[src/rtl/dp_ram_batch_controller.sv]
// Batch controller: reads operand pairs from a dual-port RAM, drives an external multiplier
// and writes products back, then handshakes STATUS/CONTROL. Optional watchdog: DP_RAM_BATCH_TIMEOUT_EN.
module dp_ram_batch_controller #(
    parameter int OPW         = 4,
    parameter int NJOB        = 4,
    parameter int ADDR_W      = 4,
    parameter int TIMEOUT_CYC = 255
) (
    input  logic                CLK,
    input  logic                rst,
    output logic [ADDR_W-1:0]   ADDR,
    output logic                WRITE_F,
    output logic [31:0]         WRITE_DATA,
    input  logic [31:0]         READ_DATA,
    output logic [3:0]          BYTE_ENABLE,
    output logic [OPW-1:0]      A,
    output logic [OPW-1:0]      B,
    output logic                ena,
    input  logic                done,
    input  logic [2*OPW-1:0]    Y,
    output logic [3:0]          state_o,
    output logic [5:0]          job_o
);

    typedef enum logic [3:0] {
        S_IDLE     = 4'd0,
        S_RD_ADDR  = 4'd1,
        S_RD_LATCH = 4'd2,
        S_MUL      = 4'd3,
        S_WR_OUT   = 4'd4,
        S_NEXT     = 4'd5,
        S_SET_DONE = 4'd6,
        S_WAIT_CLR = 4'd7,
        S_CLEAR    = 4'd8
    } state_t;

    localparam logic [ADDR_W-1:0] CTRL_ADDR = '0;
    localparam logic [ADDR_W-1:0] STAT_ADDR = ADDR_W'(1);

    state_t              state_q, state_d;
    logic [ADDR_W-1:0]   addr_q, addr_d;
    logic [ADDR_W-1:0]   prev_addr_q;
    logic                wr_q, wr_d;
    logic [31:0]         wdata_q, wdata_d;
    logic [OPW-1:0]      a_q, a_d, b_q, b_d;
    logic                ena_q, ena_d;
    logic [5:0]          job_q, job_d;
    logic                err_q, err_d;
    logic                rd_unused;

    function automatic logic [ADDR_W-1:0] din_addr(input logic [5:0] j);
        return ADDR_W'(32'(j) + 32'd2);
    endfunction

    function automatic logic [ADDR_W-1:0] dout_addr(input logic [5:0] j);
        return ADDR_W'(32'(j) + 32'(2 + NJOB));
    endfunction

`ifdef DP_RAM_BATCH_TIMEOUT_EN
    localparam int TW = (TIMEOUT_CYC > 1) ? $clog2(TIMEOUT_CYC) : 1;
    logic [TW-1:0] tmo_q, tmo_d;
`else
    localparam int tmo_unused = TIMEOUT_CYC;
`endif

    assign rd_unused = ^READ_DATA;

    always_comb begin
        state_d = state_q;
        addr_d  = addr_q;
        wr_d    = 1'b0;
        wdata_d = wdata_q;
        a_d     = a_q;
        b_d     = b_q;
        ena_d   = ena_q;
        job_d   = job_q;
        err_d   = err_q;
`ifdef DP_RAM_BATCH_TIMEOUT_EN
        tmo_d   = '0;
`endif
        case (state_q)
            S_IDLE: begin
                addr_d = CTRL_ADDR;
                // READ_DATA only reflects CONTROL once the address has been presented a full cycle
                if (prev_addr_q == CTRL_ADDR && READ_DATA[0]) begin
                    job_d   = '0;
                    err_d   = 1'b0;
                    addr_d  = STAT_ADDR;
                    wr_d    = 1'b1;
                    wdata_d = 32'd2;
                    state_d = S_RD_ADDR;
                end
            end
            S_RD_ADDR: begin
                addr_d = din_addr(job_q);
                if (!wr_q) state_d = S_RD_LATCH;
            end
            S_RD_LATCH: begin
                a_d     = READ_DATA[OPW-1:0];
                b_d     = READ_DATA[2*OPW-1:OPW];
                ena_d   = 1'b1;
                state_d = S_MUL;
            end
            S_MUL: begin
`ifdef DP_RAM_BATCH_TIMEOUT_EN
                tmo_d = tmo_q + 1'b1;
`endif
                if (done) begin
                    ena_d   = 1'b0;
                    addr_d  = dout_addr(job_q);
                    wr_d    = 1'b1;
                    wdata_d = 32'(Y);
                    state_d = S_WR_OUT;
                end
`ifdef DP_RAM_BATCH_TIMEOUT_EN
                else if (tmo_q == TW'(TIMEOUT_CYC - 1)) begin
                    ena_d   = 1'b0;
                    addr_d  = dout_addr(job_q);
                    wr_d    = 1'b1;
                    wdata_d = 32'd0;
                    err_d   = 1'b1;
                    state_d = S_WR_OUT;
                end
`endif
            end
            S_WR_OUT: begin
                state_d = S_NEXT;
            end
            S_NEXT: begin
                if (job_q == 6'(NJOB - 1)) begin
                    addr_d  = STAT_ADDR;
                    wr_d    = 1'b1;
                    wdata_d = {29'd0, err_q, 2'b01};
                    state_d = S_SET_DONE;
                end else begin
                    // Prefetch the next operand address so RD_ADDR costs a single cycle
                    job_d   = job_q + 6'd1;
                    addr_d  = din_addr(job_q + 6'd1);
                    state_d = S_RD_ADDR;
                end
            end
            S_SET_DONE: begin
                addr_d  = CTRL_ADDR;
                state_d = S_WAIT_CLR;
            end
            S_WAIT_CLR: begin
                addr_d = CTRL_ADDR;
                if (prev_addr_q == CTRL_ADDR && !READ_DATA[0]) begin
                    addr_d  = STAT_ADDR;
                    wr_d    = 1'b1;
                    wdata_d = 32'd0;
                    state_d = S_CLEAR;
                end
            end
            S_CLEAR: begin
                addr_d  = CTRL_ADDR;
                state_d = S_IDLE;
            end
            default: begin
                addr_d  = CTRL_ADDR;
                state_d = S_IDLE;
            end
        endcase
    end

    always_ff @(posedge CLK or negedge rst) begin
        if (!rst) begin
            state_q     <= S_IDLE;
            addr_q      <= '0;
            prev_addr_q <= '0;
            wr_q        <= 1'b0;
            wdata_q     <= '0;
            a_q         <= '0;
            b_q         <= '0;
            ena_q       <= 1'b0;
            job_q       <= '0;
            err_q       <= 1'b0;
`ifdef DP_RAM_BATCH_TIMEOUT_EN
            tmo_q       <= '0;
`endif
        end else begin
            state_q     <= state_d;
            addr_q      <= addr_d;
            prev_addr_q <= addr_q;
            wr_q        <= wr_d;
            wdata_q     <= wdata_d;
            a_q         <= a_d;
            b_q         <= b_d;
            ena_q       <= ena_d;
            job_q       <= job_d;
            err_q       <= err_d;
`ifdef DP_RAM_BATCH_TIMEOUT_EN
            tmo_q       <= tmo_d;
`endif
        end
    end

    assign ADDR        = addr_q;
    assign WRITE_F     = wr_q;
    assign WRITE_DATA  = wdata_q;
    assign BYTE_ENABLE = 4'hF;
    assign A           = a_q;
    assign B           = b_q;
    assign ena         = ena_q;
    assign state_o     = state_q;
    assign job_o       = job_q;

endmodule
[config.mk]
export PLATFORM = sky130hd
export DESIGN_NAME = dp_ram_batch_controller
export DESIGN_NICKNAME = d
export VERILOG_FILES = /design/src/rtl/dp_ram_batch_controller.sv
export SDC_FILE = /design/constraint.sdc
export NUM_CORES = 1
export LEC_CHECK = 0
export CAP_MARGIN = 20
export CORE_MARGIN = 4
export CORE_UTILIZATION = 43
export DETAILED_ROUTE_END_ITERATION = 8
export GPL_ROUTABILITY_DRIVEN = 0
export GPL_TIMING_DRIVEN = 0
export PLACE_DENSITY = 0.92
export SETUP_SLACK_MARGIN = 0.2
export SLEW_MARGIN = 20
export SYNTH_ARGS = -nofsm -noshare
export SYNTH_HDL_FRONTEND = slang
export SYNTH_SLANG_ARGS = --single-unit
[constraint.sdc]
create_clock -name CLK -period 3.04 [get_ports CLK]
set_input_delay 0.304 -clock CLK [delete_from_list [all_inputs] [get_ports CLK]]
set_output_delay 0.304 -clock CLK [all_outputs]
set_load 0.05 [all_outputs]
Word level (Yosys, flattened, before mapping)
Cells that the tools add are included.
{"block": "classes", "addsub": 4, "eq_ne": 14, "muxes": 26, "bitwise": 1, "reduce_logical": 14}
{"cell": "two-way mux 32 bit", "count": 4}
{"cell": "one-hot mux 32 bit (4 select lines)", "count": 1}
{"cell": "one-hot mux 4 bit (8 select lines)", "count": 1}
{"cell": "two-way mux 4 bit", "count": 6}
{"cell": "one-hot mux 4 bit (6 select lines)", "count": 1}
{"cell": "== test 4 x 3 -> 1 bit (second input constant)", "count": 4}
{"cell": "two-way mux 6 bit", "count": 2}
{"cell": "inequality test 2 bit (second input constant)", "count": 6}
{"cell": "one-hot mux 6 bit (2 select lines)", "count": 1}
{"cell": "adder 4 x 2 -> 4 bit (second input constant)", "count": 2}
{"cell": "== test 4 x 2 -> 1 bit (second input constant)", "count": 2}
{"cell": "logical NOT 4 bit", "count": 2}
{"cell": "two-way mux 1 bit", "count": 7}
{"cell": "adder 6 x 1 -> 6 bit (second input constant)", "count": 1}
{"cell": "== test 6 x 2 -> 1 bit (second input constant)", "count": 1}
{"cell": "AND reduction 5 bit", "count": 1}
{"cell": "adder 4 x 3 -> 4 bit (second input constant)", "count": 1}
{"cell": "== test 4 x 1 -> 1 bit (second input constant)", "count": 1}
{"cell": "one-hot mux 1 bit (4 select lines)", "count": 1}
{"cell": "AND reduction 2 bit", "count": 2}
{"cell": "AND reduction 4 bit", "count": 1}
{"cell": "nonzero test 2 bit", "count": 2}
{"cell": "nonzero test 4 bit", "count": 1}
{"cell": "two-way mux 3 bit", "count": 1}
{"cell": "other kinds (6)", "count": 7}
{"block": "totals", "register_bits": 60, "in_bits": 43, "output_inout_bits": 60, "word_cells": 68}

Longest topological paths before layout
Gate-level depths: netlist of the first run.
{"block": "logic_depth", "word_depth": 4, "depth_mapped": 9, "ltp_nobuf": 8}

Worst setup path after synthesis of the first run
No wires, ideal clock.
{"block": "synth_timing", "path_type": "reg-to-reg", "from": "reg state_q[0], in the netlist state_o[0]", "to": "reg addr_q[3], in the netlist ADDR[3]", "setup_ps": 121, "t_arrival_ps": 2243, "t_required_ps": 2919, "setup_slack_ps": 676, "path_stages_with_launch": 10, "n_path_buf": 2, "synth_period_minus_slack_ps": 2364, "path_cell_list": "dfrtp_1 clkbuf_1 clkbuf_1 nand3_1 xnor2_1 ha_1 a21oi_1 xor2_1 o22ai_1 a22o_1"}
{"block": "synth_between", "elab_chain_cells": 4, "elab_cells_between_ends": 12, "cone_classes": "eq/ne: 7; mux: 1; bitwise: 1; reduce/logical: 3"}
{"item": "from (decl)", "line": "40", "source": "state_t state_q, state_d;"}
{"item": "from (signal assigned)", "line": "182", "source": "state_q <= state_d;"}
{"item": "branches (longest 4 deep; another with one-hot mux 4 bit (6 select lines))"}
{"item": "to (signal assigned)", "line": "183", "source": "addr_q <= addr_d;"}
{"item": "to (decl)", "line": "41", "source": "logic [ADDR_W-1:0] addr_q, addr_d;"}
Several ways; the timed one is not identified.
A chain may end at the register's enable or synchronous reset.

Final worst setup path of the first run
Ends and elaborated chain as after synthesis.

==> results of run 1 <==
layout make-up:
class | count | area share
clock inverters | 1 | 0.00266
plain buffers | 40 | 0.0954
well taps | 52 | 0.0231
multi-input cells | 151 | 0.338
clock buffers | 7 | 0.0306
inverters | 4 | 0.00533
flip-flops and latches | 36 | 0.320
repair buffers | 51 | 0.186
through the flow:
step	util	power [mW]	instances	worst slack, ns	instance area [µm²]
6_report	0.630	3.09	342	0.694	2820
4_1_cts	0.630	3.11	342	0.716	2820
3_5_place_dp	0.607	2.74	333	0.729	2720
5_1_grt	0.630	3.29	342	0.449	2820
2_1_floorplan	-	2.16	231	0.676	2140
3_3_place_gp	0.602	2.68	332	0.771	2690
power groups by stage:
stage	Sequential, mW	Clock [mW]	Combinational, mW
global route	0.827	0.390	2.08
CTS	0.803	0.370	1.94
floorplan	1.37	0	0.794
finish	0.802	0.355	1.93
detailed placement	0.810	0	1.93
global placement	0.795	0	1.89
flip-flops by register name, indices dropped and copies added, names as in the netlist:
signal	flops
job_o	6
state_o	4
B	4
WRITE_DATA	8
ena	1
prev_addr_q	4
A	4
WRITE_F	1
ADDR	4
cell families after synthesis:
group,share of synthesized area
AO/OA/AOI/OAI,0.143
XOR/XNOR,0.0344
adder cells (fa/ha/maj),0.0184
AND/OR/NAND/NOR,0.161
multiplexers,0.0589
buffers and inverters,0.139
other,0.00368
flip-flops,0.442
timing repair:
| action | CTS | global route |
|---|---|---|
| hold buffers | 1 | 0 |
| setup buffers | 0 | 0 |
| gates resized for setup | 0 | 0 |
| endpoints found under the hold margin | 13 | 0 |
how the worst min path moves through the flow:
stage                     slack [ns]              to  cells past startpoint    startpoint
after floorplan                0.008         ADDR[0]                      0           rst
after global placement          0.40  prev_addr_q[0]                      0       ADDR[0]
after detailed placement        0.24         ADDR[1]                      1           rst
after CTS                       0.30      state_o[3]                      2  READ_DATA[0]
after global routing            0.33      state_o[3]                      2  READ_DATA[0]
final                           0.32      state_o[3]                      2  READ_DATA[0]
cells in the final DEF (no fill, tap or decap), drive strengths merged, types with 2 or more instances in the layout:
cell / instances
nor2: 7
inv: 4
nand4b: 2
o22ai: 3
clkdlybuf4s50: 48
nand2b: 4
a21oi: 9
nand4: 4
o21ai: 13
nor3: 2
xnor2: 3
or4b: 2
nand2: 23
clkbuf: 14
ha: 3
xor2: 5
o21a: 2
a211o: 2
buf: 35
a22o: 3
nand3: 2
nor2b: 2
dfrtp: 36
nor3b: 2
mux2i: 3
conb: 28
mux2: 8
critical path, cell delays in order (launching register included):
cell and delay, ns:
sky130_fd_sc_hd__dfrtp_1 0.40, sky130_fd_sc_hd__clkbuf_1 0.34, sky130_fd_sc_hd__clkbuf_1 0.37, sky130_fd_sc_hd__nand3_1 0.15, sky130_fd_sc_hd__xnor2_1 0.15, sky130_fd_sc_hd__ha_1 0.19
sky130_fd_sc_hd__a21oi_1 0.14, sky130_fd_sc_hd__xor2_1 0.16, sky130_fd_sc_hd__o22ai_1 0.12, sky130_fd_sc_hd__a22o_1 0.24
per-layer routing:
layer / GRT usage / vias to the layer above / share of wire
met3: 0.0656 / 2 / 0.089
met2: 0.278 / 68 / 0.48
met1: 0.213 / 803 / 0.43
li1: - / 832 / -
met5: 0 / - / 0
met4: 0.0435 / 0 / 0.0054
==> metrics.txt, run 1 <==
# TYPE chip_impl_metric gauge
chip_impl_metric{name="tritoncts.num_buffers",unit=""} 5
chip_impl_metric{name="portBuffers",unit=""} 49
chip_impl_metric{name="overflow",unit=""} 0
chip_impl_metric{name="initial_antenna_violation_count",unit=""} 0
chip_impl_metric{name="final_sum_of_negative_setup_slack",unit="ns"} 0
chip_impl_info{name="timing.critical_path.to_type",value="flip-flop"} 1
chip_impl_metric{name="tightest_slew",unit="ns"} 0.685
chip_impl_info{name="outcome",value="completed"} 1
chip_impl_metric{name="reg2reg_slack",unit="ns"} 0.69
chip_impl_metric{name="grt.total_usage",unit=""} 0.171
chip_impl_info{name="post_synth_most_frequent_cells",value="36 x sky130_fd_sc_hd__dfrtp_1, 28 x sky130_fd_sc_hd__buf_4, 23 x sky130_fd_sc_hd__nand2_1, 9 x sky130_fd_sc_hd__a21oi_1, 8 x sky130_fd_sc_hd__o21ai_0"} 1
chip_impl_info{name="synth.area.top_cells",value="sky130_fd_sc_hd__dfrtp_1 44%, sky130_fd_sc_hd__buf_4 10%, sky130_fd_sc_hd__nand2_1 4.2%"} 1
chip_impl_metric{name="required",unit="ns"} 3.22
chip_impl_info{name="hold_path_class",value="primary input to flip-flop"} 1
chip_impl_metric{name="place.detailed.hpwl",unit="µm"} 3680
chip_impl_metric{name="routed_wl",unit="µm"} 4830
chip_impl_metric{name="worst_max_slew_margin_expressed_relative_to_the_limit",unit=""} 0.541
chip_impl_metric{name="power.ir.vdd_worst",unit="V"} 0.000678
chip_impl_metric{name="multi_input_area",unit="µm²"} 952
chip_impl_metric{name="die_height",unit="µm"} 76.9
chip_impl_metric{name="hold_violations",unit=""} 0
chip_impl_metric{name="power-per-cell-area",unit="nW/µm²"} 1100
chip_impl_metric{name="grt_start_max_net_pins",unit=""} 24
chip_impl_metric{name="arrival",unit="ns"} 2.52
chip_impl_metric{name="first_iter_violations",unit=""} 97
chip_impl_metric{name="postSynthCellCount",unit=""} 205
chip_impl_metric{name="antenna_violating_nets_post_route",unit=""} 0
chip_impl_metric{name="area_delta_synth_final",unit="%"} 38.2
chip_impl_metric{name="number_of_global_route_vias_before_repair",unit=""} 1714
chip_impl_metric{name="ctsLongestPathBuffers",unit=""} 2
chip_impl_metric{name="hold-worst-slack",unit="ns"} 0.325
chip_impl_metric{name="core_area",unit="µm²"} 4470
chip_impl_metric{name="synth_async_sr_flop_share",unit=""} 1.00
chip_impl_info{name="cp-start-kind",value="flip-flop"} 1
chip_impl_metric{name="power.switching",unit="mW"} 1.55
chip_impl_metric{name="internal-power",unit="mW"} 1.54
chip_impl_metric{name="vias",unit=""} 1705
chip_impl_info{name="cts_tree",value="done"} 1
chip_impl_metric{name="rows",unit=""} 24
chip_impl_info{name="clock-root-buffer",value="sky130_fd_sc_hd__clkbuf_8"} 1
chip_impl_metric{name="initial_core_util",unit=""} 0.456
chip_impl_metric{name="nets",unit=""} 335
chip_impl_metric{name="die_w",unit="µm"} 76.9
chip_impl_metric{name="insertion_delay",unit="ns"} 0.29
chip_impl_info{name="criticalPathCategory",value="flip-flop to flip-flop"} 1
chip_impl_metric{name="finalMaxSlewViolations",unit=""} 0
chip_impl_metric{name="post_synthesis_instance_area",unit="µm²"} 2040
chip_impl_info{name="most_instantiated_library_cell_after_synthesis",value="sky130_fd_sc_hd__dfrtp_1"} 1
chip_impl_metric{name="fin_worst_skew",unit="ns"} 0.00545
chip_impl_metric{name="post-route-min-period",unit="ns"} 2.35
chip_impl_metric{name="clockPowerShare",unit=""} 0.115
chip_impl_metric{name="antennaDiodeCount",unit=""} 0
chip_impl_metric{name="grt_first_pass_wirelength",unit="µm"} 8240
chip_impl_metric{name="drv_cap",unit=""} 0
chip_impl_metric{name="power_leakage",unit="nW"} 1.32
chip_impl_metric{name="fmaxAchievable",unit="MHz"} 426
chip_impl_metric{name="setup_viol",unit=""} 0
chip_impl_metric{name="reg2regPathDepth",unit=""} 9
chip_impl_metric{name="share_seq_of_total_power",unit=""} 0.259
chip_impl_metric{name="route.detailed.wl_per_inst",unit="µm"} 14.1
chip_impl_metric{name="final_layout_size_suffix_gt1_frac",unit=""} 0.193
chip_impl_metric{name="floorplan.die_area",unit="µm²"} 5910
chip_impl_metric{name="fin_crit_sh",unit=""} 0.772
chip_impl_metric{name="ys_types",unit=""} 54
chip_impl_metric{name="synth_edf_count",unit=""} 0
chip_impl_metric{name="seq_area_frac_synth",unit=""} 0.442
chip_impl_metric{name="io-pin-count",unit=""} 103
chip_impl_metric{name="crit_path_max_fanout",unit=""} 10
chip_impl_metric{name="fillCellCount",unit=""} 396
chip_impl_metric{name="comb_power_share",unit=""} 0.626
chip_impl_info{name="worstReg2RegStart",value="state_o[0]"} 1
chip_impl_info{name="synth_top_area_cell",value="sky130_fd_sc_hd__dfrtp_1"} 1
chip_impl_metric{name="detail_route.drc_violations",unit=""} 0
chip_impl_metric{name="h-tree-depth",unit=""} 2
chip_impl_info{name="synth_ff_type",value="sky130_fd_sc_hd__dfrtp_1"} 1
chip_impl_metric{name="detailedRoute.firstPassIterationCount",unit=""} 4
chip_impl_metric{name="routed_via_density",unit=""} 4.99
chip_impl_metric{name="swShare",unit=""} 0.501
chip_impl_info{name="timing.critical_path.from",value="state_o[0]"} 1
chip_impl_metric{name="clk_pin_slew",unit="ns"} 0.07
chip_impl_metric{name="post-synth-top-area-fraction",unit=""} 0.442
chip_impl_info{name="grt_setup_unrepaired",value="false"} 1
chip_impl_info{name="worst_r2r_endpoint",value="ADDR[3]"} 1
chip_impl_metric{name="sequential_cell_area",unit="µm²"} 901
chip_impl_metric{name="yosysWarningCount",unit=""} 0
chip_impl_metric{name="synth_seq_cells",unit=""} 36
chip_impl_info{name="setup.worst_path.end",value="ADDR[3]"} 1
chip_impl_metric{name="synth_area_per_cell",unit="µm²"} 9.95
chip_impl_metric{name="clock_sink_count",unit=""} 36
Power figures use the tool's default switching activity.
==> inputs of run 2 (changes only) <==
--- a/config.mk
+++ b/config.mk
@@ -7,11 +7,11 @@
 export LEC_CHECK = 0
 export CAP_MARGIN = 20
 export CORE_MARGIN = 4
-export CORE_UTILIZATION = 43
+export CORE_UTILIZATION = 36
 export DETAILED_ROUTE_END_ITERATION = 8
 export GPL_ROUTABILITY_DRIVEN = 0
 export GPL_TIMING_DRIVEN = 0
-export PLACE_DENSITY = 0.92
+export PLACE_DENSITY = 0.83
 export SETUP_SLACK_MARGIN = 0.2
 export SLEW_MARGIN = 20
 export SYNTH_ARGS = -nofsm -noshare
==> constraint.sdc (replaced) <==
create_clock -name CLK -period 2.11 [get_ports CLK]
set_input_delay 0.211 -clock CLK [delete_from_list [all_inputs] [get_ports CLK]]
set_output_delay 0.211 -clock CLK [all_outputs]
set_load 0.05 [all_outputs]
==> run 2 against run 1 <==
Register-to-register slack lost 0.46 ns. Cell count grew 7.9%. First-iteration DRC count shrank 29%. Via count shrank 0.41%. Worst hold slack lost 0.095 ns. Clock skew grew 0.0056 ns. Utilization shrank 8.8 points. Non-clock buffer count grew 7. Critical path type unchanged. Critical endpoint is now WRITE_DATA[1].
==> metrics.txt, run 2 (same netlist as run 1, synthesis figures left out) <==
# TYPE chip_impl_metric gauge
chip_impl_metric{name="number_of_global_route_vias_before_repair",unit=""} 1683
chip_impl_info{name="grt_setup_unrepaired",value="true"} 1
chip_impl_metric{name="setup_viol",unit=""} 0
chip_impl_metric{name="grt_first_pass_wirelength",unit="µm"} 7890
chip_impl_metric{name="worst_max_slew_margin_expressed_relative_to_the_limit",unit=""} 0.533
chip_impl_info{name="dr.max_layer_used",value="met4"} 1
chip_impl_info{name="outcome",value="completed"} 1
chip_impl_metric{name="drv_cap",unit=""} 0
chip_impl_metric{name="finalMaxSlewViolations",unit=""} 0
chip_impl_metric{name="final_layout_size_suffix_gt1_frac",unit=""} 0.269
chip_impl_metric{name="route.detailed.wl_per_inst",unit="µm"} 12.9
chip_impl_metric{name="vias",unit=""} 1698
chip_impl_metric{name="rows",unit=""} 27
chip_impl_metric{name="area_delta_synth_final",unit="%"} 46.4
chip_impl_metric{name="antennaDiodeCount",unit=""} 0
chip_impl_metric{name="met1_length",unit="µm"} 2030
chip_impl_metric{name="initial_antenna_violation_count",unit=""} 0
chip_impl_metric{name="clk_pin_slew",unit="ns"} 0.07
chip_impl_metric{name="power_leakage",unit="nW"} 1.36
chip_impl_metric{name="portBuffers",unit=""} 49
chip_impl_metric{name="io-pin-count",unit=""} 103
chip_impl_metric{name="detailedRoute.firstPassIterationCount",unit=""} 4
chip_impl_metric{name="nets",unit=""} 342
chip_impl_info{name="criticalPathCategory",value="flip-flop to flip-flop"} 1
chip_impl_metric{name="fillCellCount",unit=""} 497
chip_impl_metric{name="routed_via_density",unit=""} 4.60
chip_impl_metric{name="ctsLongestPathBuffers",unit=""} 2
chip_impl_metric{name="die_height",unit="µm"} 83.3
chip_impl_metric{name="insertion_delay",unit="ns"} 0.29
chip_impl_metric{name="route.met3.wl",unit="µm"} 303
chip_impl_metric{name="largest_reg_flops",unit=""} 8
chip_impl_metric{name="place.detailed.hpwl",unit="µm"} 3650
chip_impl_metric{name="core_area",unit="µm²"} 5510
chip_impl_metric{name="metal2_wl",unit="µm"} 2380
chip_impl_metric{name="fin_worst_skew",unit="ns"} 0.0110
chip_impl_metric{name="final_core_utilization",unit=""} 0.542
chip_impl_metric{name="power-per-cell-area",unit="nW/µm²"} 1550
chip_impl_metric{name="tightest_slew",unit="ns"} 0.697
chip_impl_metric{name="initial_core_util",unit=""} 0.370
chip_impl_metric{name="crit_path_max_fanout",unit=""} 10
chip_impl_info{name="cts_tree",value="done"} 1
chip_impl_metric{name="required",unit="ns"} 2.29
chip_impl_metric{name="clock_sink_count",unit=""} 36
chip_impl_metric{name="hold_violations",unit=""} 0
chip_impl_metric{name="antenna_violating_nets_post_route",unit=""} 0
chip_impl_metric{name="fmaxAchievable",unit="MHz"} 532
chip_impl_metric{name="floorplan.die_area",unit="µm²"} 6930
chip_impl_metric{name="h-tree-depth",unit=""} 2
chip_impl_metric{name="hold-worst-slack",unit="ns"} 0.230
chip_impl_metric{name="first_iter_violations",unit=""} 69
chip_impl_metric{name="die_w",unit="µm"} 83.3
chip_impl_metric{name="tritoncts.num_buffers",unit=""} 5
chip_impl_info{name="timing.critical_path.to_type",value="flip-flop"} 1
chip_impl_info{name="clock-root-buffer",value="sky130_fd_sc_hd__clkbuf_8"} 1
chip_impl_metric{name="grt.total_usage",unit=""} 0.139
chip_impl_metric{name="routed_wl",unit="µm"} 4760
chip_impl_info{name="cp-start-kind",value="flip-flop"} 1
chip_impl_info{name="hold_path_class",value="primary input to flip-flop"} 1
chip_impl_metric{name="post-route-min-period",unit="ns"} 1.88
chip_impl_metric{name="power.ir.vdd_worst",unit="V"} 0.000636
chip_impl_metric{name="grt_start_max_net_pins",unit=""} 20
chip_impl_metric{name="detail_route.drc_violations",unit=""} 0
chip_impl_metric{name="fin_crit_sh",unit=""} 0.891
chip_impl_info{name="layout.cells.most_common",value="sky130_fd_sc_hd__clkdlybuf4s50_1"} 1
chip_impl_info{name="commonest_cells_after_routing_fill_and_taps_aside",value="48 x sky130_fd_sc_hd__clkdlybuf4s50_1, 35 x sky130_fd_sc_hd__buf_4, 28 x sky130_fd_sc_hd__dfrtp_1, 28 x sky130_fd_sc_hd__conb_1, 23 x sky130_fd_sc_hd__nand2_1"} 1
chip_impl_metric{name="overflow",unit=""} 0
chip_impl_metric{name="arrival",unit="ns"} 2.06
[run 2: worst max-delay path, stage by stage (launching register included)]
cell and delay [ns]:
sky130_fd_sc_hd__dfrtp_2 0.40, sky130_fd_sc_hd__buf_6 0.14, sky130_fd_sc_hd__or4b_1 0.48, sky130_fd_sc_hd__a211o_1 0.34, sky130_fd_sc_hd__o2111a_1 0.16, sky130_fd_sc_hd__a221o_1 0.26
[run 2: worst paths after layout]
check	slack, ns	endpoint	depth (start not counted)	from
max	0.23	WRITE_DATA[1]	5	state_o[2]
min	0.23	state_o[3]	2	READ_DATA[0]
max reg2reg	0.23	WRITE_DATA[1]	5	state_o[2]
min reg2reg	0.40	prev_addr_q[0]	0	ADDR[0]
max in group asynchronous	1.25	state_o[3]	3	rst
min in group asynchronous	0.41	WRITE_DATA[1]	2	rst
[run 2: cell type report]
cell class | count | area, µm² | share of cell area
multi-input cells | 151 | 990 | 0.331
flip-flops and latches | 36 | 911 | 0.305
repair buffers | 58 | 576 | 0.193
plain buffers | 40 | 324 | 0.109
well taps | 72 | 90.1 | 0.0302
clock buffers | 7 | 76.3 | 0.0256
inverters | 4 | 15.0 | 0.00503
clock inverters | 1 | 5.00 | 0.00168
[run 2: repair_timing]
item,4_1_cts,5_1_grt
gates resized for setup,1,8
buffers inserted,3,4
endpoints found under the setup margin,2,14
hold buffers,1,0
pin swaps,2,3
endpoints found under the hold margin,17,0
[run 2: power by group]
part           switching (mW)  internal [mW]  total (mW)
registers               0.178          0.973        1.15
clock network           0.231          0.232       0.462
logic                    1.83           1.17        3.01
total                    2.24           2.38        4.62
[run 2: through the flow]
| step | power, mW | instance area (µm²) | setup TNS [ns] | std cells | setup WS, ns |
|---|---|---|---|---|---|
| after floorplan | 3.22 | 2210 | 0 | 231 | 0.119 |
| after global placement | 3.98 | 2790 | -0.804 | 352 | -0.102 |
| after detailed placement | 4.03 | 2810 | 0 | 353 | 0.132 |
| after CTS | 4.56 | 2930 | 0 | 365 | 0.192 |
| after global routing | 4.91 | 2990 | 0 | 369 | 0.180 |
| final | 4.62 | 2990 | 0 | 369 | 0.229 |
[run 2: layer usage]
layer  GRT usage  up-vias
li1            -      849
met4      0.0357        0
met3      0.0496        8
met2       0.234       48
met5           0        -
met1       0.168      793
==> inputs of run 3 (changes only) <==
--- a/config.mk
+++ b/config.mk
@@ -7,11 +7,10 @@
 export LEC_CHECK = 0
 export CAP_MARGIN = 20
 export CORE_MARGIN = 4
-export CORE_UTILIZATION = 36
+export CORE_UTILIZATION = 25
 export DETAILED_ROUTE_END_ITERATION = 8
-export GPL_ROUTABILITY_DRIVEN = 0
 export GPL_TIMING_DRIVEN = 0
-export PLACE_DENSITY = 0.83
+export PLACE_DENSITY = 0.63
 export SETUP_SLACK_MARGIN = 0.2
 export SLEW_MARGIN = 20
 export SYNTH_ARGS = -nofsm -noshare
==> run 3 against run 2 <==
Worst hold slack lost 0.0075 ns. Utilization is 15 points lower. First-iteration DRC count rose by 110%. Critical path depth did not move. Count of clock-buffer cells in the layout rose by 1. Wire length grew 12%. Largest power group unchanged.
==> metrics.txt, run 3 (same netlist as run 1, synthesis figures left out) <==
# TYPE chip_impl_metric gauge
chip_impl_info{name="outcome",value="completed"} 1
chip_impl_metric{name="grt_first_pass_wirelength",unit="µm"} 8580
chip_impl_info{name="cpLargestDelayFamily",value="compound AO/OA/AOI/OAI gates"} 1
chip_impl_metric{name="final_core_utilization",unit=""} 0.390
chip_impl_metric{name="finalNonFillerCells",unit=""} 400
chip_impl_metric{name="arrival",unit="ns"} 2.10
chip_impl_metric{name="routed_via_density",unit=""} 4.29
chip_impl_metric{name="ctsLongestPathBuffers",unit=""} 2
chip_impl_metric{name="die_height",unit="µm"} 98.3
chip_impl_metric{name="fin_crit_sh",unit=""} 0.912
chip_impl_metric{name="route.detailed.wl_per_inst",unit="µm"} 13.3
chip_impl_metric{name="finalMaxSlewViolations",unit=""} 0
chip_impl_metric{name="detailedRoute.firstPassIterationCount",unit=""} 4
chip_impl_info{name="hold_path_class",value="primary input to flip-flop"} 1
chip_impl_info{name="cts_tree",value="done"} 1
chip_impl_metric{name="met3_track_demand_over_resource",unit=""} 0.0314
chip_impl_metric{name="power_leakage",unit="nW"} 1.37
chip_impl_metric{name="io-pin-count",unit=""} 103
chip_impl_metric{name="portBuffers",unit=""} 49
chip_impl_metric{name="first_iter_violations",unit=""} 144
chip_impl_metric{name="tritoncts.num_buffers",unit=""} 5
chip_impl_info{name="criticalPathCategory",value="flip-flop to flip-flop"} 1
chip_impl_info{name="commonest_cells_after_routing_fill_and_taps_aside",value="48 x sky130_fd_sc_hd__clkdlybuf4s50_1, 36 x sky130_fd_sc_hd__buf_4, 28 x sky130_fd_sc_hd__dfrtp_1, 28 x sky130_fd_sc_hd__conb_1, 23 x sky130_fd_sc_hd__nand2_1"} 1
chip_impl_metric{name="initial_antenna_violation_count",unit=""} 0
chip_impl_metric{name="nets",unit=""} 343
chip_impl_metric{name="grt.total_usage",unit=""} 0.109
chip_impl_metric{name="grtUsageMet1",unit=""} 0.142
chip_impl_info{name="cp-start-kind",value="flip-flop"} 1
chip_impl_metric{name="power.ir.vdd_worst",unit="V"} 0.000375
chip_impl_metric{name="required",unit="ns"} 2.28
chip_impl_metric{name="crit_path_max_fanout",unit=""} 10
chip_impl_info{name="critical_path.slowest_cell",value="sky130_fd_sc_hd__or4b_4"} 1
chip_impl_metric{name="tightest_slew",unit="ns"} 0.732
chip_impl_metric{name="core_area",unit="µm²"} 7850
chip_impl_metric{name="number_of_global_route_vias_before_repair",unit=""} 1718
chip_impl_metric{name="overflow",unit=""} 0
chip_impl_metric{name="max_stage_delay",unit="ns"} 0.48
chip_impl_info{name="clock-root-buffer",value="sky130_fd_sc_hd__clkbuf_8"} 1
chip_impl_metric{name="place.detailed.hpwl",unit="µm"} 3920
chip_impl_metric{name="setup_viol",unit=""} 0
chip_impl_metric{name="grt_start_max_net_pins",unit=""} 20
chip_impl_info{name="layout.cells.most_common",value="sky130_fd_sc_hd__clkdlybuf4s50_1"} 1
chip_impl_metric{name="drv_cap",unit=""} 0
chip_impl_metric{name="pre_cts_slack",unit="ns"} 0.0759
chip_impl_metric{name="initial_core_util",unit=""} 0.260
chip_impl_info{name="worstReg2RegStart",value="state_o[2]"} 1
chip_impl_metric{name="insertion_delay",unit="ns"} 0.29
chip_impl_metric{name="fmaxAchievable",unit="MHz"} 520
chip_impl_metric{name="rows",unit=""} 32
chip_impl_metric{name="gp_routability_congestion",unit=""} 0.827
chip_impl_metric{name="worst_max_slew_margin_expressed_relative_to_the_limit",unit=""} 0.510
chip_impl_metric{name="clk_pin_slew",unit="ns"} 0.07
chip_impl_metric{name="routed_wl",unit="µm"} 5310
chip_impl_metric{name="final_layout_size_suffix_gt1_frac",unit=""} 0.279
chip_impl_metric{name="post-route-worst-setup-slack",unit="ns"} 0.186
chip_impl_info{name="timing.critical_path.to_type",value="flip-flop"} 1
chip_impl_metric{name="floorplan.die_area",unit="µm²"} 9670
chip_impl_metric{name="detail_route.drc_violations",unit=""} 0
chip_impl_metric{name="vias",unit=""} 1716
chip_impl_metric{name="antennaDiodeCount",unit=""} 0
chip_impl_metric{name="largest_reg_flops",unit=""} 8
chip_impl_metric{name="antenna_violating_nets_post_route",unit=""} 0
chip_impl_info{name="grt_setup_unrepaired",value="true"} 1
chip_impl_metric{name="total_power",unit="mW"} 4.74
chip_impl_metric{name="worstPathBufferInverterCount",unit=""} 1
chip_impl_metric{name="power-per-cell-area",unit="nW/µm²"} 1550
chip_impl_metric{name="final_sum_of_negative_setup_slack",unit="ns"} 0
chip_impl_info{name="cp_cell_sequence",value="buf_6 -> or4b_4 -> a211o_4 -> o2111a_1 -> a221o_1"} 1
chip_impl_info{name="hp-start",value="READ_DATA[0]"} 1
chip_impl_metric{name="hold_violations",unit=""} 0
chip_impl_metric{name="die_w",unit="µm"} 98.3
chip_impl_metric{name="fin_worst_skew",unit="ns"} 0.00537
chip_impl_metric{name="clock_sink_count",unit=""} 36
chip_impl_metric{name="h-tree-depth",unit=""} 2
chip_impl_info{name="globalRoute.busiestLayer",value="met2"} 1
chip_impl_metric{name="post-route-min-period",unit="ns"} 1.92
chip_impl_info{name="timing.critical_path.from",value="state_o[2]"} 1
chip_impl_metric{name="numPlacedInstances",unit=""} 383
chip_impl_metric{name="grt_use_met2",unit=""} 0.176
chip_impl_metric{name="area_delta_synth_final",unit="%"} 49.9
run 3: changes by cell type in the layout (fill, tap and decap cells not counted):
cell	previous run	this run
sky130_fd_sc_hd__buf_6	3	4
sky130_fd_sc_hd__a211o_1	2	1
sky130_fd_sc_hd__o21ai_4	0	1
sky130_fd_sc_hd__or4b_4	1	2
sky130_fd_sc_hd__a211o_4	0	1
sky130_fd_sc_hd__or4b_1	1	0
sky130_fd_sc_hd__o21ai_2	2	1
sky130_fd_sc_hd__clkinv_2	1	0
sky130_fd_sc_hd__buf_4	35	36
run 3: area by class of cell:
cell class | count | area (µm²)
clock buffer | 8 | 90.1
sequential | 36 | 911
tap | 102 | 128
buffer | 40 | 322
multi-input combinational | 151 | 1010
inverter | 4 | 15.0
timing repair buffer | 59 | 583
fill | 804 | 4790
run 3: metrics by stage:
stage	area [µm²]	hold WS [ns]
2_1_floorplan	2210	-0.0846
3_3_place_gp	2830	0.388
3_5_place_dp	2850	0.186
4_1_cts	2980	0.220
5_1_grt	3060	0.244
6_report	3060	0.222
run 3: timing repair:
action	CTS	global route
gates resized for setup	3	9
hold buffers	1	0
endpoints found under the setup margin	5	16
setup buffers	3	5
pin swaps	2	5
endpoints found under the hold margin	17	0
run 3: power by group:
part,switching (mW),internal (mW)
combinational,1.86,1.19
sequential,0.200,0.973
clock,0.245,0.266
total,2.31,2.43
run 3: worst paths after layout:
check | end | slack (ns) | depth (start not counted)
setup / recovery | WRITE_DATA[1] | 0.19 | 5
hold / removal | state_o[3] | 0.22 | 2
setup reg to reg | WRITE_DATA[1] | 0.19 | 5
hold reg to reg | prev_addr_q[1] | 0.41 | 0
max in group asynchronous | state_o[3] | 1.25 | 3
min in group asynchronous | WRITE_DATA[7] | 0.40 | 2
run 3: worst register-to-register path, stage by stage, from the launching register on:
cell	delay (ns)
sky130_fd_sc_hd__dfrtp_2	0.41
sky130_fd_sc_hd__buf_6	0.14
sky130_fd_sc_hd__or4b_4	0.48
sky130_fd_sc_hd__a211o_4	0.39
sky130_fd_sc_hd__o2111a_1	0.14
sky130_fd_sc_hd__a221o_1	0.26
run 3: per-layer routing:
layer | up-vias | share of wire
met2 | 55 | 0.48
met1 | 808 | 0.44
met5 | - | 0
met3 | 5 | 0.069
li1 | 848 | -
met4 | 0 | 0.014
==> variant (flow settings as in run 3) <==
Change the parameter `ADDR_W` from 4 to 5.
--- a/src/rtl/dp_ram_batch_controller.sv
+++ b/src/rtl/dp_ram_batch_controller.sv
@@ -5,3 +5,3 @@
     parameter int NJOB        = 4,
-    parameter int ADDR_W      = 4,
+    parameter int ADDR_W      = 5,
     parameter int TIMEOUT_CYC = 255
Interface: changed (resized ADDR); port bits go from 103 to 104. No check against the original RTL was run, so the function may have changed too.
==> variant against run 3 <==
Area after synthesis increased by 2.8%; sequential cell count up 2; non-clock buffer count grew 5; total power increased by 4.2%; sequential share of layout area rose by 0.47 points; via count grew 8.5%; cell area rose by 3.7%; routed wire length increased by 6.4%; worst setup slack worse by 21 ps.
==> variant: results (changes against run 3) <==
status: "complete, no violations"
drt_iter0_markers: 129  # -10%
wl_mm: 5.65  # +6.4%
cp-start-kind: "register"
num-nets-final: 354  # +3.2%
stdcell_count: 414  # +3.5%
gp_congestion: 0.798  # -3.6%
synthMuxAreaShare_pct: 4.84  # -1.1 points
use_met2_pct: 18.4  # +0.81 points
hp-class: "input pin to async pin"
use_met1_pct: 14.5  # +0.34 points
grt.total_usage_pct: 11.4  # +0.46 points
yosys-top-cells-area: "dfrtp_1, buf_4, mux2_2"
drive_gt1_share_pct: 28.8  # +0.95 points
dpl_cell_area_sq_um: 2890  # +1.3%
clk_latency_ps: 300
p_leak_nw: 1.44  # +5.6%
grt_pass1_vias: 1801  # +4.8%
portBuffers: 51  # +4.1%
vdd_drop_max_uv: 540  # +44%
crit_path_max_fanout: 3  # -7
cts_root_buffer: "clkbuf_8"
synthXorXnorAreaFrac_pct: 2.93  # -0.51 points
skew_ps: 8.62  # +3.25 ps
yosysSeqAreaShare_pct: 45.4  # +1.2 points
synth_fa_ha_area_share_pct: 2.27  # +0.43 points
grt_max_degree: 22  # +10%
dp_cells: 391  # +2.1%
worst_slew_pin_slew_ps: 522  # -209 ps
place_hpwl_mm: 4.08  # +4.2%
firstDrtPassIters: 4  # unchanged
met3_usage_pct: 2.73  # -0.41 points
netlist_instances: 208  # +1.5%
htreeDepth: 2  # unchanged
vias: 1862  # +8.5%
yosysWarnings: 0  # unchanged
cts.reportedPaths.clkPinSlew_ps: 80
grt_pass1_wl_mm: 9.07  # +5.7%
crit_arrival_ps: 2130  # +30 ps
antennaDiodeCount: 0  # unchanged
yosysUniqueCellTypes: 49  # -9.3%
synth_commonest_cells: "dfrtp_1, buf_4, nand2_1, nor2_1, mux2_2"
r2r-start: "job_o[2]"
synth_compound_gate_area_share_pct: 15.6  # +1.3 points
synthToLayoutAreaGrowth_pct: 51.3
antenna_found_initial: 0  # unchanged
numCtsBuffers: 5  # unchanged
cts_buffer_depth: 2  # unchanged
[variant: cell types whose count changed after synthesis, sizes merged, moves of 4 or more]
cell | before | now
nor2 | 7 | 11
nand2 | 23 | 11
nand3 | 2 | 8
nor3 | 2 | 6
a22o | 3 | 7
[variant: final timing paths]
| kind | slack (ps) | end | cells after the start |
|---|---|---|---|
| max reg2reg | 160 | WRITE_DATA[1] | 6 |
| min | 420 | ADDR[2] | 2 |
| max | 160 | WRITE_DATA[1] | 6 |
| min reg2reg | 420 | prev_addr_q[4] | 0 |
| min in group CLK | 420 | prev_addr_q[4] | 0 |
| max in group asynchronous | 1220 | job_o[1] | 3 |
[variant: power by group]
part	switching, mW	total [mW]	internal (mW)
combinational	1.97	3.16	1.19
clock	0.272	0.535	0.263
sequential	0.221	1.25	1.03
total	2.46	4.94	2.48
[variant: critical path, stage by stage (launching register included)]
cell and delay, ps:
dfrtp_2 410, buf_6 120, or4b_4 540, or3_4 340
a211oi_2 210, nand3b_1 140, nand3_1 80
[variant: per-stage QoR]
| step | power (mW) | worst slack, ps | setup TNS, ps |
|---|---|---|---|
| finish | 4.94 | 165 | 0 |
| global route | 5.25 | 30.5 | 0 |
| CTS | 4.86 | 145 | 0 |
| detailed placement | 4.16 | -116 | -668 |
| global placement | 4.13 | -308 | -7810 |
| floorplan | 3.27 | 39.3 | 0 |
[variant: timing repair]
| item | in CTS | in global routing |
|---|---|---|
| pin swaps | 1 | 4 |
| gates resized for setup | 9 | 12 |
| hold buffers | 1 | 0 |
| endpoints found under the setup margin | 23 | 16 |
| buffers inserted | 8 | 6 |
| endpoints found under the hold margin | 20 | 0 |
[variant: routing by layer]
layer	share of wire (%)	vias to the layer above
li1	-	893
met1	42	891
met2	50	68
met3	6.5	10
met4	2.3	0
met5	0	-
[variant: layout make-up]
type,count,area (sq um)
Buffer,37,259
Tap cell,105,131
Clock buffer,6,82.6
Multi-Input combinational cell,156,1060
Inverter,3,11.3
Sequential cell,38,960
Timing Repair Buffer,67,651
Clock inverter,2,12.5
Fill cell,811,5000
[variant: logic make-up after synthesis]
group | count (synthesis)
other | 2
adder cells (fa/ha/maj) | 4
flip-flops | 38
AND/OR/NAND/NOR | 62
XOR/XNOR | 7
multiplexers | 9
buffers and inverters | 40
AO/OA/AOI/OAI | 46
